## config.mk

```make
export PLATFORM = sky130hd
export DESIGN_NAME = button_conditioner_flat
export DESIGN_NICKNAME = d
export VERILOG_FILES = /design/src/rtl/button_conditioner_if.sv /design/src/rtl/button_conditioner.sv /design/src/flat_wrapper.sv
export SDC_FILE = /design/constraint.sdc
export NUM_CORES = 1
export LEC_CHECK = 0
export ABC_AREA = 1
export BUFFER_PORTS_ARGS = -buffer_cell sky130_fd_sc_hd__buf_4
export CORE_MARGIN = 10
export CORE_UTILIZATION = 30
export DETAILED_ROUTE_END_ITERATION = 6
export PLACE_DENSITY_LB_ADDON = 0.12
export SETUP_SLACK_MARGIN = 0.3
export SKIP_LAST_GASP = 1
export SLEW_MARGIN = 10
export SYNTH_ARGS = -nofsm -noshare
export SYNTH_HDL_FRONTEND = slang
export SYNTH_SLANG_ARGS = --single-unit
```

## constraint.sdc

```tcl
create_clock -name clk -period 7.5 [get_ports clk]
set_input_delay 1.875 -clock clk [delete_from_list [all_inputs] [get_ports clk]]
set_output_delay 1.875 -clock clk [all_outputs]
set_load 0.01 [all_outputs]
```

## src/rtl/button_conditioner_if.sv

```systemverilog
// Button bundle between the pad ring and the conditioner.
// The pad side drives the raw buttons and receives the conditioned pulse and level vectors.
interface button_conditioner_if #(
  parameter int N_BTN = 6
);
  logic [N_BTN-1:0] btn_raw;
  logic [N_BTN-1:0] btn_pulse;
  logic [N_BTN-1:0] btn_level;

  modport master (
    output btn_raw,
    input  btn_pulse,
    input  btn_level
  );

  modport slave (
    input  btn_raw,
    output btn_pulse,
    output btn_level
  );
endinterface

```

## src/rtl/button_conditioner.sv

```systemverilog
// Push-button front end for the traffic controller.
// Each raw pad input passes through a 2-flop synchroniser and then a per-channel debounce FSM.
// Every accepted press produces one single-cycle pulse. Channels selected in REPEAT_MASK
// also auto-repeat while they are held. btn_level follows the debounced state of each button.
module button_conditioner #(
  parameter int          N_BTN               = 6,
  parameter int          DEBOUNCE_CYCLES     = 2_500_000,
  parameter int          REPEAT_DELAY_CYCLES = 62_500_000,
  parameter int          REPEAT_RATE_CYCLES  = 12_500_000,
  parameter logic [N_BTN-1:0] REPEAT_MASK    = 6'b011000
) (
  input  logic                 clk,
  input  logic                 reset,
  button_conditioner_if.slave  btn_if
);

  // One counter width serves all three timing intervals. The extra bit leaves
  // saturation headroom above the largest compare value.
  localparam int MAX_DB_DLY = (DEBOUNCE_CYCLES > REPEAT_DELAY_CYCLES) ?
                              DEBOUNCE_CYCLES : REPEAT_DELAY_CYCLES;
  localparam int MAX_CYC    = (MAX_DB_DLY > REPEAT_RATE_CYCLES) ?
                              MAX_DB_DLY : REPEAT_RATE_CYCLES;
  localparam int CNT_W      = $clog2(MAX_CYC) + 1;

  localparam logic [CNT_W-1:0] CNT_ZERO  = {CNT_W{1'b0}};
  localparam logic [CNT_W-1:0] CNT_ONE   = {{(CNT_W-1){1'b0}}, 1'b1};
  localparam logic [CNT_W-1:0] CNT_MAX   = {CNT_W{1'b1}};
  localparam logic [CNT_W-1:0] DB_LAST   = CNT_W'(DEBOUNCE_CYCLES - 1);
  localparam logic [CNT_W-1:0] DLY_LAST  = CNT_W'(REPEAT_DELAY_CYCLES - 1);
  localparam logic [CNT_W-1:0] RATE_LAST = CNT_W'(REPEAT_RATE_CYCLES - 1);

  typedef enum logic [2:0] {
    ST_IDLE     = 3'd0,
    ST_PRESS_DB = 3'd1,
    ST_HELD     = 3'd2,
    ST_REPEAT   = 3'd3,
    ST_REL_DB   = 3'd4
  } state_e;

  logic [N_BTN-1:0] sync1_q;
  logic [N_BTN-1:0] sync2_q;
  // fill_q[1] becomes set once sync2_q holds a real pad sample rather than the reset value.
  // Without this flag, the reset zeros could arm a channel whose button was held through reset.
  logic [1:0]       fill_q;
  logic [N_BTN-1:0] pulse_vec;
  logic [N_BTN-1:0] level_vec;

  // Two-flop synchroniser for every channel, plus the pipeline-fill tracker.
  always_ff @(posedge clk or posedge reset) begin
    if (reset) begin
      sync1_q <= {N_BTN{1'b0}};
      sync2_q <= {N_BTN{1'b0}};
      fill_q  <= 2'b00;
    end else begin
      sync1_q <= btn_if.btn_raw;
      sync2_q <= sync1_q;
      fill_q  <= {fill_q[0], 1'b1};
    end
  end

  for (genvar i = 0; i < N_BTN; i++) begin : g_ch
    state_e           state_q;
    state_e           state_d;
    logic [CNT_W-1:0] cnt_q;
    logic [CNT_W-1:0] cnt_d;
    logic [CNT_W-1:0] cnt_inc;
    logic             armed_q;
    logic             armed_d;
    logic             pulse_q;
    logic             pulse_d;
    logic             level_q;
    logic             level_d;
    logic             s;

    assign s       = sync2_q[i];
    // The counter saturates instead of wrapping, so long idle or hold periods never
    // alias back onto a compare value.
    assign cnt_inc = (cnt_q == CNT_MAX) ? cnt_q : (cnt_q + CNT_ONE);

    // Next-state, counter and output decode for one channel's debounce/repeat FSM.
    always_comb begin
      state_d = state_q;
      cnt_d   = cnt_inc;
      pulse_d = 1'b0;
      level_d = level_q;
      armed_d = armed_q | (fill_q[1] & ~s);
      case (state_q)
        ST_IDLE: begin
          if (s && armed_q) begin
            state_d = ST_PRESS_DB;
            cnt_d   = CNT_ZERO;
          end else begin
            state_d = ST_IDLE;
          end
        end
        ST_PRESS_DB: begin
          if (!s) begin
            state_d = ST_IDLE;
            cnt_d   = CNT_ZERO;
          end else if (cnt_q == DB_LAST) begin
            state_d = ST_HELD;
            cnt_d   = CNT_ZERO;
            pulse_d = 1'b1;
            level_d = 1'b1;
          end else begin
            state_d = ST_PRESS_DB;
          end
        end
        ST_HELD: begin
          if (!s) begin
            state_d = ST_REL_DB;
            cnt_d   = CNT_ZERO;
          end else if (REPEAT_MASK[i] && (cnt_q == DLY_LAST)) begin
            state_d = ST_REPEAT;
            cnt_d   = CNT_ZERO;
            pulse_d = 1'b1;
          end else begin
            state_d = ST_HELD;
          end
        end
        ST_REPEAT: begin
          if (!s) begin
            state_d = ST_REL_DB;
            cnt_d   = CNT_ZERO;
          end else if (cnt_q == RATE_LAST) begin
            state_d = ST_REPEAT;
            cnt_d   = CNT_ZERO;
            pulse_d = 1'b1;
          end else begin
            state_d = ST_REPEAT;
          end
        end
        ST_REL_DB: begin
          if (s) begin
            // A bounce during release returns to HELD and restarts the repeat delay.
            state_d = ST_HELD;
            cnt_d   = CNT_ZERO;
          end else if (cnt_q == DB_LAST) begin
            state_d = ST_IDLE;
            cnt_d   = CNT_ZERO;
            level_d = 1'b0;
          end else begin
            state_d = ST_REL_DB;
          end
        end
        default: begin
          state_d = ST_IDLE;
          cnt_d   = CNT_ZERO;
          level_d = 1'b0;
        end
      endcase
    end

    // State, counter, arming and registered output flops for one channel.
    always_ff @(posedge clk or posedge reset) begin
      if (reset) begin
        state_q <= ST_IDLE;
        cnt_q   <= CNT_ZERO;
        armed_q <= 1'b0;
        pulse_q <= 1'b0;
        level_q <= 1'b0;
      end else begin
        state_q <= state_d;
        cnt_q   <= cnt_d;
        armed_q <= armed_d;
        pulse_q <= pulse_d;
        level_q <= level_d;
      end
    end

    assign pulse_vec[i] = pulse_q;
    assign level_vec[i] = level_q;
  end

  assign btn_if.btn_pulse = pulse_vec;
  assign btn_if.btn_level = level_vec;

endmodule
```

## src/flat_wrapper.sv

```systemverilog
// flat-port wrapper written by rule: the top's interface ports become plain ports
module button_conditioner_flat 
#(
  parameter int          N_BTN               = 6,
  parameter int          DEBOUNCE_CYCLES     = 2_500_000,
  parameter int          REPEAT_DELAY_CYCLES = 62_500_000,
  parameter int          REPEAT_RATE_CYCLES  = 12_500_000,
  parameter logic [N_BTN-1:0] REPEAT_MASK    = 6'b011000
)
  (clk, reset, btn_if_btn_raw, btn_if_btn_pulse, btn_if_btn_level);
  button_conditioner_if #(.N_BTN(N_BTN)) btn_if_i ();
  input  logic clk;
  input  logic reset;
  input wire logic [$bits(btn_if_i.btn_raw)-1:0] btn_if_btn_raw;
  output wire logic [$bits(btn_if_i.btn_pulse)-1:0] btn_if_btn_pulse;
  output wire logic [$bits(btn_if_i.btn_level)-1:0] btn_if_btn_level;
  assign btn_if_i.btn_raw = btn_if_btn_raw;
  assign btn_if_btn_pulse = btn_if_i.btn_pulse;
  assign btn_if_btn_level = btn_if_i.btn_level;
  button_conditioner #(.N_BTN(N_BTN), .DEBOUNCE_CYCLES(DEBOUNCE_CYCLES), .REPEAT_DELAY_CYCLES(REPEAT_DELAY_CYCLES), .REPEAT_RATE_CYCLES(REPEAT_RATE_CYCLES), .REPEAT_MASK(REPEAT_MASK)) u_core (.clk(clk), .reset(reset), .btn_if(btn_if_i));
endmodule
```

==> flow_summary.ini <==
[clocking]
clockBufferDepth = 3
htree_levels = 1
cts-buffers-inserted = 29
clk_latency_ns = 0.56
holdBufCountCts = 0
cts_tree = built
cts.sinks = 212
root_buffer = clkbuf_16
clk_pin_slew_ns = 0.06
cts_resized = 0
cts_setup_buffers = 0

[synth]
yosysWarnings = 0
synth_edf_count = 0
synth_seq_cells = 212
synth-async-reset-ratio_pct = 100
synth_largest_area_cell = dfrtp_1
synthFlopType = dfrtp_1
synthCells = 2059
avgSynthCellArea_sq_um = 6.72
syn_nets = 2073
synthDistinctLibCells = 47
synth_top_area_share_pct = 38.3
syn_area_sq_um = 13800
yosysSeqAreaShare_pct = 38.3
yosys-top-cells-area = dfrtp_1 38%, nand2_1 15%, nor2_1 9.4%

[place]
dpl.hpwl_microns = 27800
place.gp.congestion = 0.886
port_buffers = 19
placed_cell_area_sq_um = 14500

[layout]
nets = 2083
final_cell_area_sq_um = 15500
final_layout_size_suffix_gt1_share_pct = 5.69
n_antenna_cell = 0
area.growth.synth_to_final_pct = 11.8
nFillCells = 5106

[route]
finalWirelength_microns = 38500
drc_errors = 0
ant_nets = 0
viasPerCell = 4.77
wl_per_cell_microns = 14.3
vias = 12800
firstDrtPassIters = 5
first_iter_violations = 937

[global_routing]
grt_pass1_vias = 12700
grtUsageTotal_pct = 13.7
gr-total-overflow = 0
grt_pass1_wl_microns = 64900
antenna_found_initial = 0
grt_max_degree = 135

[pwr]
p_switching_mw = 0.714
power_density_nw_per_um2 = 180
power_frac_seq_pct = 43.5
leakagePower_nw = 6.93
power_frac_clock_pct = 49.6
swShare_pct = 25.7
power_frac_comb_pct = 6.9
intPower_mw = 2.07
ir_drop_uv = 153

[hold_path]
hold_class = flop to flop

[sta]
hold_viol = 0
setup_tns_ns = 0
max_freq_mhz = 333
period_needed_ns = 3.01
rsz0062_at_grt = false
worst_pin_slew_ns = 0.937
slew_viol_final = 0
final.setup_skew_ns = 0.0142
slew_headroom_pct = 37.5
setup_viol = 0
fin_crit_sh_pct = 40.1

[critical_path]
crit_type = flop to primary output
crit_slowest_cell = dfrtp_1
crit_path_cell_trace = buf_4
critPathLaunchType = flop
cp_top_family = flip-flops
worst_path_largest_cell_delay_ns = 0.42
crit_buf_inv = 1
critPathCaptureType = primary output
arrival_ns = 1.13
required_ns = 5.62
cp_max_fo = 2

[die]
dieWidth_microns = 235
dieHeight_microns = 235
core_area_sq_um = 45500
start_util_pct = 30.4
boundaryPins = 20
rows = 78
die_area_sq_um = 55100

[run]
max_cap_viol_count = 0

[status]
status = finished clean
[final cells by class]
type	count	area [sq um]	share of cell area [%]
multi-input combinational	1540	7290	47.1
sequential	212	5310	34.3
inverter	263	996	6.43
clock buffer	43	878	5.67
tap	600	751	4.85
timing repair buffer	23	185	1.20
clock inverter	10	82.6	0.533
[synth_stat cells, types with 2 or more instances]
cell type  instances
xor2_1            55
inv_2              2
nand2_1          553
and2_1            15
a21o_1             2
o211ai_1           4
a21oi_1          124
clkbuf_1           9
nand3_2            6
a21boi_1           2
nor3b_1            3
nand2_2           12
xnor2_1            9
ha_1               6
a21boi_0          31
nor2_1           347
nand3_1          113
buf_2             18
clkinv_1           3
or2_2              9
nor4_1             4
nand4_1           62
inv_1            257
a31oi_1           10
dfrtp_1          212
buf_4             15
nor2_4             6
o21bai_1           9
nor3_1            75
a22oi_1            8
o21ai_0           56
nor2_2             5
nand3b_1           3
[kinds of logic (layout without fill, tap and decap cells)]
| group | after synthesis | count (layout) | synth area share [%] |
|---|---|---|---|
| and+or+nand+nor | 1216 | 1216 | 37.5 |
| buffers and inverters | 307 | 339 | 9.06 |
| AOI/OAI and AO/OA | 252 | 252 | 10.4 |
| DFF | 212 | 212 | 38.3 |
| xor gates and xnor gates | 64 | 64 | 4.05 |
| adders and majority gates | 6 | 6 | 0.542 |
| other | 1 | 1 | 0.0271 |
| muxes | 1 | 1 | 0.0723 |
[registers in the layout, indices dropped and copies added, names as in the netlist]
signal / count
u_core.g_ch.level_q: 6
u_core.fill_q: 2
u_core.sync2_q: 6
u_core.sync1_q: 6
u_core.g_ch.pulse_q: 6
u_core.g_ch.cnt_q: 162
u_core.g_ch.state_q: 18
u_core.g_ch.armed_q: 6
[cell usage in the layout, fill, tap and decap left out, drive strengths merged, types with 13 or more instances in the layout]
cell	Yosys	final
nand2	566	566
nor2	358	358
inv	259	258
dfrtp	212	212
a21oi	125	125
nand3	119	119
nor3	76	76
nand4	63	63
o21ai	56	56
xor2	55	55
clkbuf	9	43
a21boi	33	33
buf	35	23
and2	15	15
clkinv	4	13
[worst paths after layout]
kind / from / end / slack, ns / depth (start not counted)
min in group asynchronous: reset / u_core.sync1_q[2] / 1.25 / 2
worst max-delay path: u_core.g_ch[3].level_q / btn_if_btn_level[3] / 4.49 / 1
worst min register to register: u_core.sync1_q[1] / u_core.sync2_q[1] / 0.34 / 0
worst max register to register: u_core.g_ch[4].cnt_q[0] / u_core.g_ch[4].cnt_q[1] / 4.86 / 12
worst min-delay path: u_core.sync1_q[1] / u_core.sync2_q[1] / 0.34 / 0
max in group asynchronous: reset / u_core.g_ch[4].cnt_q[21] / 5.09 / 3
[stage by stage]
step / util [%] / hold slack (ns) / power (mW) / instances / setup WS (ns)
3_3_place_gp: 31.9 / 0.332 / 1.43 / 2638 / 4.42
5_1_grt: 34.0 / 0.355 / 2.91 / 2691 / 4.45
4_1_cts: 34.0 / 0.348 / 2.84 / 2691 / 4.45
6_report: 34.0 / 0.344 / 2.78 / 2691 / 4.49
2_1_floorplan: - / 0.331 / 1.37 / 2059 / 2.87
3_5_place_dp: 31.9 / 0.336 / 1.43 / 2638 / 4.40
[power by group through the flow]
stage	Combinational (mW)	Clock, mW	Sequential [mW]
after floorplan	0.155	0	1.22
after global placement	0.195	0	1.23
after detailed placement	0.195	0	1.23
after CTS	0.196	1.43	1.21
after global routing	0.225	1.47	1.22
final	0.191	1.38	1.21
[per-layer routing]
metal  routed length (microns)  up-vias  GRT usage (%)  part of all wire [%]
met5                         0        -              0                     0
met4                       838        0           3.43                   2.2
met3                      1320       49           2.02                   3.4
met2                     17900      204           23.1                    46
met1                     18500     5988           17.9                    48
li1                          -     6600              -                     -
Power figures use the tool's default switching activity.
